### config.mk
export PLATFORM = sky130hd
export DESIGN_NAME = multicycle_ctrl_fsm
export DESIGN_NICKNAME = d
export VERILOG_FILES = /design/src/rtl/multicycle_ctrl_fsm.sv
export SDC_FILE = /design/constraint.sdc
export NUM_CORES = 1
export LEC_CHECK = 0
export BUFFER_PORTS_ARGS = -buffer_cell sky130_fd_sc_hd__buf_2
export CAP_MARGIN = 5
export CORE_ASPECT_RATIO = 1.4
export CORE_MARGIN = 2
export CORE_UTILIZATION = 35
export CTS_BUF_LIST = sky130_fd_sc_hd__clkbuf_16
export DETAILED_ROUTE_END_ITERATION = 12
export PLACE_DENSITY = 0.65
export RECOVER_POWER = 50
export SLEW_MARGIN = 0
export SYNTH_ARGS = -nofsm -noshare
export SYNTH_HDL_FRONTEND = slang
export SYNTH_SLANG_ARGS = --single-unit
### constraint.sdc
create_clock -name clk -period 2.1 [get_ports clk]
set_input_delay 0 -clock clk [delete_from_list [all_inputs] [get_ports clk]]
set_output_delay 0 -clock clk [all_outputs]
set_load 0.03 [all_outputs]
### src/rtl/multicycle_ctrl_fsm.sv
// Multicycle RV32I control unit: sequences IF/ID/EX/MEM/WB over a handshaked memory,
// traps illegal opcodes and memory timeouts, and keeps cycle/retire counters.
module multicycle_ctrl_fsm #(
    parameter int unsigned MEM_TIMEOUT = 16,
    parameter int unsigned CNT_W       = 32
) (
    input  logic             clk,
    input  logic             reset,
    input  logic [6:0]       opcode,
    input  logic             mem_ready,
    input  logic             bcond,
    input  logic             halt_req,
    output logic             pc_write,
    output logic             pc_write_cond,
    output logic             ir_write,
    output logic             reg_write,
    output logic             mem_read,
    output logic             mem_write,
    output logic             i_or_d,
    output logic [1:0]       pc_source,
    output logic [1:0]       alu_src_a,
    output logic [1:0]       alu_src_b,
    output logic [1:0]       alu_op,
    output logic [1:0]       wb_sel,
    output logic             is_ecall,
    output logic             is_halted,
    output logic [1:0]       error,
    output logic [CNT_W-1:0] cycle_count,
    output logic [CNT_W-1:0] instr_count
);

    typedef enum logic [3:0] {
        StIf, StId, StMemAddr, StMemRd, StWbMem, StMemWr, StExR, StExI,
        StWbAlu, StBr, StJal, StJalrEx, StJalrWb, StEcall, StHalted, StError
    } state_e;

    localparam logic [6:0] OpLoad     = 7'b0000011;
    localparam logic [6:0] OpStore    = 7'b0100011;
    localparam logic [6:0] OpArith    = 7'b0110011;
    localparam logic [6:0] OpArithImm = 7'b0010011;
    localparam logic [6:0] OpBranch   = 7'b1100011;
    localparam logic [6:0] OpJal      = 7'b1101111;
    localparam logic [6:0] OpJalr     = 7'b1100111;
    localparam logic [6:0] OpEcall    = 7'b1110011;

    // Wait counter only needs to reach MEM_TIMEOUT-1; the next low cycle trips the trap.
    localparam int unsigned WaitW = (MEM_TIMEOUT > 1) ? $clog2(MEM_TIMEOUT) : 1;
    localparam logic [WaitW-1:0] WaitLast = WaitW'(MEM_TIMEOUT - 1);

    state_e           state_q, state_d;
    logic [1:0]       error_q, error_d;
    logic [WaitW-1:0] wait_q, wait_d;
    logic [CNT_W-1:0] cycle_q, instr_q;
    logic             retire, waiting, timeout_hit;

    // bcond is consumed by the datapath together with pc_write_cond.
    logic unused_bcond;
    assign unused_bcond = bcond;

    always_comb begin
        state_d = state_q;
        error_d = error_q;
        retire  = 1'b0;
        waiting = 1'b0;
        case (state_q)
            StIf: begin
                waiting = 1'b1;
                if (mem_ready) state_d = StId;
            end
            StId: begin
                case (opcode)
                    OpLoad, OpStore: state_d = StMemAddr;
                    OpArith:         state_d = StExR;
                    OpArithImm:      state_d = StExI;
                    OpBranch:        state_d = StBr;
                    OpJal:           state_d = StJal;
                    OpJalr:          state_d = StJalrEx;
                    OpEcall:         state_d = StEcall;
                    default: begin
                        state_d = StError;
                        error_d = 2'b10;
                    end
                endcase
            end
            StMemAddr: state_d = (opcode == OpStore) ? StMemWr : StMemRd;
            StMemRd: begin
                waiting = 1'b1;
                if (mem_ready) state_d = StWbMem;
            end
            StMemWr: begin
                waiting = 1'b1;
                if (mem_ready) begin
                    retire  = 1'b1;
                    state_d = StIf;
                end
            end
            StExR, StExI: state_d = StWbAlu;
            StJalrEx:     state_d = StJalrWb;
            StWbMem, StWbAlu, StBr, StJal, StJalrWb: begin
                retire  = 1'b1;
                state_d = StIf;
            end
            StEcall: begin
                retire  = 1'b1;
                state_d = halt_req ? StHalted : StIf;
            end
            StHalted, StError: state_d = state_q;
            default: state_d = StIf;
        endcase

        // A ready on the final allowed cycle still completes the access.
        timeout_hit = waiting && (MEM_TIMEOUT != 0) && !mem_ready && (wait_q == WaitLast);
        if (timeout_hit) begin
            state_d = StError;
            error_d = 2'b01;
        end

        if (state_d != state_q) begin
            wait_d = '0;
        end else if (waiting && !mem_ready) begin
            wait_d = wait_q + WaitW'(1);
        end else begin
            wait_d = wait_q;
        end
    end

    always_ff @(posedge clk) begin
        if (reset) begin
            state_q <= StIf;
            error_q <= 2'b00;
            wait_q  <= '0;
            cycle_q <= '0;
            instr_q <= '0;
        end else begin
            state_q <= state_d;
            error_q <= error_d;
            wait_q  <= wait_d;
            if (state_q != StHalted && state_q != StError) cycle_q <= cycle_q + CNT_W'(1);
            if (retire) instr_q <= instr_q + CNT_W'(1);
        end
    end

    always_comb begin
        pc_write      = 1'b0;
        pc_write_cond = 1'b0;
        ir_write      = 1'b0;
        reg_write     = 1'b0;
        mem_read      = 1'b0;
        mem_write     = 1'b0;
        i_or_d        = 1'b0;
        pc_source     = 2'b00;
        alu_src_a     = 2'b00;
        alu_src_b     = 2'b00;
        alu_op        = 2'b00;
        wb_sel        = 2'b00;
        is_ecall      = 1'b0;
        if (!reset) begin
            case (state_q)
                StIf: begin
                    mem_read  = 1'b1;
                    alu_src_b = 2'b01;
                    ir_write  = mem_ready;
                    pc_write  = mem_ready;
                end
                StId: begin
                    alu_src_a = 2'b10;
                    alu_src_b = 2'b10;
                end
                StMemAddr, StJalrEx: begin
                    alu_src_a = 2'b01;
                    alu_src_b = 2'b10;
                end
                StMemRd: begin
                    mem_read = 1'b1;
                    i_or_d   = 1'b1;
                end
                StWbMem: begin
                    reg_write = 1'b1;
                    wb_sel    = 2'b01;
                end
                StMemWr: begin
                    mem_write = 1'b1;
                    i_or_d    = 1'b1;
                end
                StExR: begin
                    alu_src_a = 2'b01;
                    alu_op    = 2'b10;
                end
                StExI: begin
                    alu_src_a = 2'b01;
                    alu_src_b = 2'b10;
                    alu_op    = 2'b10;
                end
                StWbAlu: reg_write = 1'b1;
                StBr: begin
                    alu_src_a     = 2'b01;
                    alu_op        = 2'b01;
                    pc_write_cond = 1'b1;
                    pc_source     = 2'b01;
                end
                StJal: begin
                    pc_write  = 1'b1;
                    pc_source = 2'b01;
                    reg_write = 1'b1;
                    wb_sel    = 2'b10;
                end
                StJalrWb: begin
                    pc_write  = 1'b1;
                    pc_source = 2'b10;
                    reg_write = 1'b1;
                    wb_sel    = 2'b10;
                end
                StEcall: is_ecall = 1'b1;
                default: ;
            endcase
        end
    end

    assign is_halted   = !reset && (state_q == StHalted);
    assign error       = reset ? 2'b00 : error_q;
    assign cycle_count = reset ? '0 : cycle_q;
    assign instr_count = reset ? '0 : instr_q;

endmodule

# Yosys cells after proc, flatten, opt, wreduce, memory -nomap -nowiden
# Cells that the tools add are included.
[classes] n_mux=43 n_reduce_logical=26 n_addsub=3 eq_ne=28 n_bitwise=1
[op_table] cell="$add A32 B1 Y32 const B" n=2
[op_table] cell="$mux W32" n=2
[op_table] cell="$pmux W4 S10" n=1
[op_table] cell="$eq A4 B4 Y1 const B" n=9
[op_table] cell="$eq A7 B7 Y1 const B" n=4
[op_table] cell="$pmux W4 S7" n=1
[op_table] cell="$mux W1" n=20
[op_table] cell="$mux W4" n=5
[op_table] cell="$pmux W2 S2" n=5
[op_table] cell="$reduce_or A2 Y1" n=9
[op_table] cell="$eq A4 B3 Y1 const B" n=4
[op_table] cell="$eq A7 B6 Y1 const B" n=2
[op_table] cell="$mux W2" n=6
[op_table] cell="$reduce_or A5 Y1" n=2
[op_table] cell="$eq A4 B2 Y1 const B" n=2
[op_table] cell="$ne A4 B4 Y1 const B" n=2
[op_table] cell="$reduce_or A4 Y1" n=2
[op_table] cell="$reduce_or A8 Y1" n=1
[op_table] cell="$eq A7 B2 Y1 const B" n=1
[op_table] cell="$eq A7 B5 Y1 const B" n=1
[op_table] cell="$reduce_or A6 Y1" n=1
[op_table] cell="$add A4 B1 Y4 const B" n=1
[op_table] cell="$eq A4 B1 Y1 const B" n=1
[op_table] cell="$logic_and A1 B1 Y1" n=4
[op_table] cell="10 further kinds" n=13
[totals] register_bits=74 in_bits=12 out_inout_bits=85

# Logic depth before layout (Yosys ltp)
[logic_depth] depth_word=8 depth_mapped=8 mapped_depth_nobuf=6

# Worst setup path before layout
# OpenSTA, ideal clock, no wires.
[synth_path] path_type="register -> output" startpoint="reg state_q[3]" endpoint="out pc_write" required_time_ps=2100 path_buffers=1 slack_ps=-550 t_arrival_ps=2650 path_stages_with_launch=6 path_cell_list="dfxtp_1 -> buf_6 -> nor2_1 -> nor4b_1 -> and2_1 -> or2_2"
[synth_via] elab_chain_len=4 elab_cells_between_ends=6 cone_classes="eq/ne: 2; mux: 2; reduce/logical: 2"
[synth_lines] item="start, declared" line="50" source="state_e state_q, state_d;"
[synth_lines] item="start signal, assigned" line="129" source="state_q <= StIf;"
[synth_lines] item="start signal, assigned" line="135" source="state_q <= state_d;"
[synth_lines] item="$eq A4 B4 Y1" line="158" source="case (state_q)"
[synth_lines] item="$reduce_or A2 Y1 (no source line)"
[synth_lines] item="$pmux W1 S2 *" line="158"
[synth_lines] item="$mux W1 *" line="157" source="if (!reset) begin"
[synth_lines] item="end, declared" line="13" source="output logic pc_write,"
# Mark *: on every way between the ends. The rest lies on a longest branch, timed or not.

# Final worst setup path
[layout_path] startpoint="reg state_q[3]" endpoint="reg wait_q[3]"
[layout_via] elab_chain_len=8 elab_cells_between_ends=30 cone_classes="eq/ne: 16; mux: 6; reduce/logical: 8"
[layout_lines] item="parallel branches: the longest is 8 deep, another holds $pmux W4 S10"
[layout_lines] item="end signal, assigned" line="137" source="wait_q <= wait_d;"
[layout_lines] item="end, declared" line="52" source="logic [WaitW-1:0] wait_q, wait_d;"
# Parallel ways; which one is timed is not known.
# A chain may end at the register's enable or synchronous reset.

==> run metrics <==
status completed; CP max-delay cell or4b_4; Final Hold Viols 0; global-route wire length before repair 16350 um; Nets around 640; htree depth 3; maximum buffer depth of the clock tree 2; CP endpoint kind flop; final RePlAce weighted congestion between 0.8 and 0.9; Syn Nets 532; Setup CP Type reg -> reg; FMAX 0.4877 GHz; drt drc 0; RSZ-0062 raised after global routing true; CTS tree yes; Arr. time, crit path 2280 ps; Yosys reg bits 74; fin area 5240 um^2; root buffer cell clkbuf_16; largest net degree at the start of global routing 108; Synth-to-Final Area Change 24.98%; CP Cell Sequence buf_4, or4b_4, nor4_4, a21oi_2, nand4_1, nand4_4, nor4b_1; Main synth FF type dfxtp_1; met3 Use GR 2.262%; ANT cells 0; sequential area share after synthesis 35.33%; commonest non-fill, non-tap cell in the layout nor2_1; area of placed instances ~5000 um^2; full die area 12880 um^2; cell area after synthesis 4193 um^2; Slew headroom between 20% and 30%; Worst Hold Margin 136.3 ps; CTS Hold Bufs 0; CP peak stage delay 530 ps; GRT busiest layer met2; drt pass-1 iters 4; Starting Density 35.65%; syn avg cell area 8.110 um^2; Hold WC Path Type in -> reg; Num CTS Buffers 9; maximum fanout along the worst path 11; post-route ant nets 0; Final TNS setup 0 ps; Pleak 1.972 nW; Post-Syn Instances 517; chip height 133.5 um; die width 96.50 um; total number of vias 3939; power per cell area ~880 nW/um^2; clock-pin slew on the worst setup and hold paths 50 ps; IO Count 97; layout cell share with drive strength beyond 1 roughly 17%; wire length per cell 13.26 um; synth unique cells between 50 and 60; most frequent cells in the layout 75 x nor2_1, 73 x dfxtp_1, 64 x nor2b_1; post-CTS setup buffers 0; GRT Total Usage 15.70%; initial DRC count between 150 and 200; clk_lat worst skew 330 ps; DP Wirelength 7373 um; Worst Path Required 2330 ps; grt met2 use 27.04%; Worst-Margin Slew 1069 ps; vias in the first global route 3477; fin. max-slew vios 0; post-DR vias/cell 5.089; Async S/R FF share, synth 0%; number of synthesis warnings 0; final worst-path cycle share 97.65%; final wirelength 10260 um; Tmin final 2051 ps; Port Buffer Count 95; CP Launch Type flop; endpoints failing setup 0; TritonCTS Sinks 74; number of synthesized flops with an enable pin 0; number of max-cap violations 0; Core ar. 11760 um^2; Rows 47; skew final 6.428 ps; initial antenna violation count 0; grt total ovfl 0; peak supply drop slightly below 0.5 mV; fin util 44.55%; grt met1 use 18.73%
[path summary, 6_finish.rpt]
kind	startpoint	slack [ps]	endpoint	cells after the start
worst max-delay path	state_q[3]$_SDFF_PP0_	50	wait_q[3]$_SDFFE_PP0P_	7
worst min-delay path	opcode[4]	140	state_q[2]$_SDFF_PP0_	3
worst max register to register	state_q[3]$_SDFF_PP0_	50	wait_q[3]$_SDFFE_PP0P_	7
worst min register to register	error_q[0]$_SDFFE_PP0P_	490	error_q[0]$_SDFFE_PP0P_	2
[per-layer routing]
layer / routed length, um / part of all wire, %
met1: 4333 / 42
met2: 5259 / 51
met3: 392 / 3.8
met4: 276 / 2.7
met5: 0 / 0
[flip-flops by register name (all words and copies together), names as in the netlist]
name     cells
cycle_q     32
error_q      2
instr_q     32
state_q      4
wait_q       4
[cells in the mapped netlist (2+ instances only)]
cell type,count,area (um^2)
a21oi_1,17,85.08
a31o_2,3,26.28
a31oi_1,2,12.51
and2_1,5,31.28
and3_1,7,43.79
and3b_1,2,17.52
and4_1,7,61.31
buf_1,2,7.510
buf_2,3,15.01
buf_4,2,15.01
clkbuf_1,18,67.56
dfxtp_1,74,1481
ha_1,3,37.54
inv_1,3,11.26
mux2i_1,4,40.04
nand2_1,38,142.6
nand2b_1,5,31.28
nand3_1,21,105.1
nand4_1,19,118.9
nand4_2,2,25.02
nor2_1,76,285.3
nor2b_1,64,400.4
nor3_1,16,80.08
nor4_1,2,12.51
nor4b_1,8,70.07
o21a_1,2,15.01
o21ai_0,13,65.06
o21ai_1,2,10.01
or3_1,8,50.05
or4_1,3,22.52
or4b_1,2,20.02
xnor2_1,18,157.7
xor2_1,40,350.3
[critical path: cells and delay by family, from the launching register on]
family	cells	cell delay [ps]
and+or+nand+nor	5	1380
DFF	1	320
AOI/OAI and AO/OA	1	80
buffers and inverters	1	170
[timing repair]
item,4_1_cts,5_1_grt
pin swaps,0,3
endpoints found under the setup margin,3,13
resized for setup,2,12
[logic make-up after synthesis]
| kind of cell | synth area share (%) |
|---|---|
| AOI/OAI and AO/OA | 7.819 |
| xor gates and xnor gates | 12.12 |
| adders and majority gates | 0.8954 |
| buffers and inverters | 3.252 |
| DFF | 35.33 |
| muxes | 1.224 |
| and+or+nand+nor | 39.36 |
[final cells by class]
class / count / area, um^2
clock buffer: 9 / 225.2
clock inverter: 5 / 47.55
fill: 1253 / 6521
inverter: 4 / 15.01
multi-input combinational: 412 / 2668
sequential: 74 / 1483
tap: 147 / 183.9
timing repair buffer: 123 / 618.1
[power by group]
group          internal, W  switching (W)  total [W]
clock network     0.000893       0.000549    0.00144
logic             0.000663       0.000946    0.00161
registers          0.00146      0.0000771    0.00154
total              0.00302        0.00157    0.00459
[per-stage QoR]
step / setup slack (ps) / std cells / total power, W
finish: 49.43 / 774 / 0.004594
global route: -69.13 / 774 / 0.004835
CTS: -26.55 / 774 / 0.004517
detailed placement: 1.874 / 760 / 0.003040
global placement: 93.71 / 760 / 0.003013
floorplan: -101.5 / 517 / 0.002606
Note: power is estimated with default switching activity, not from simulation.
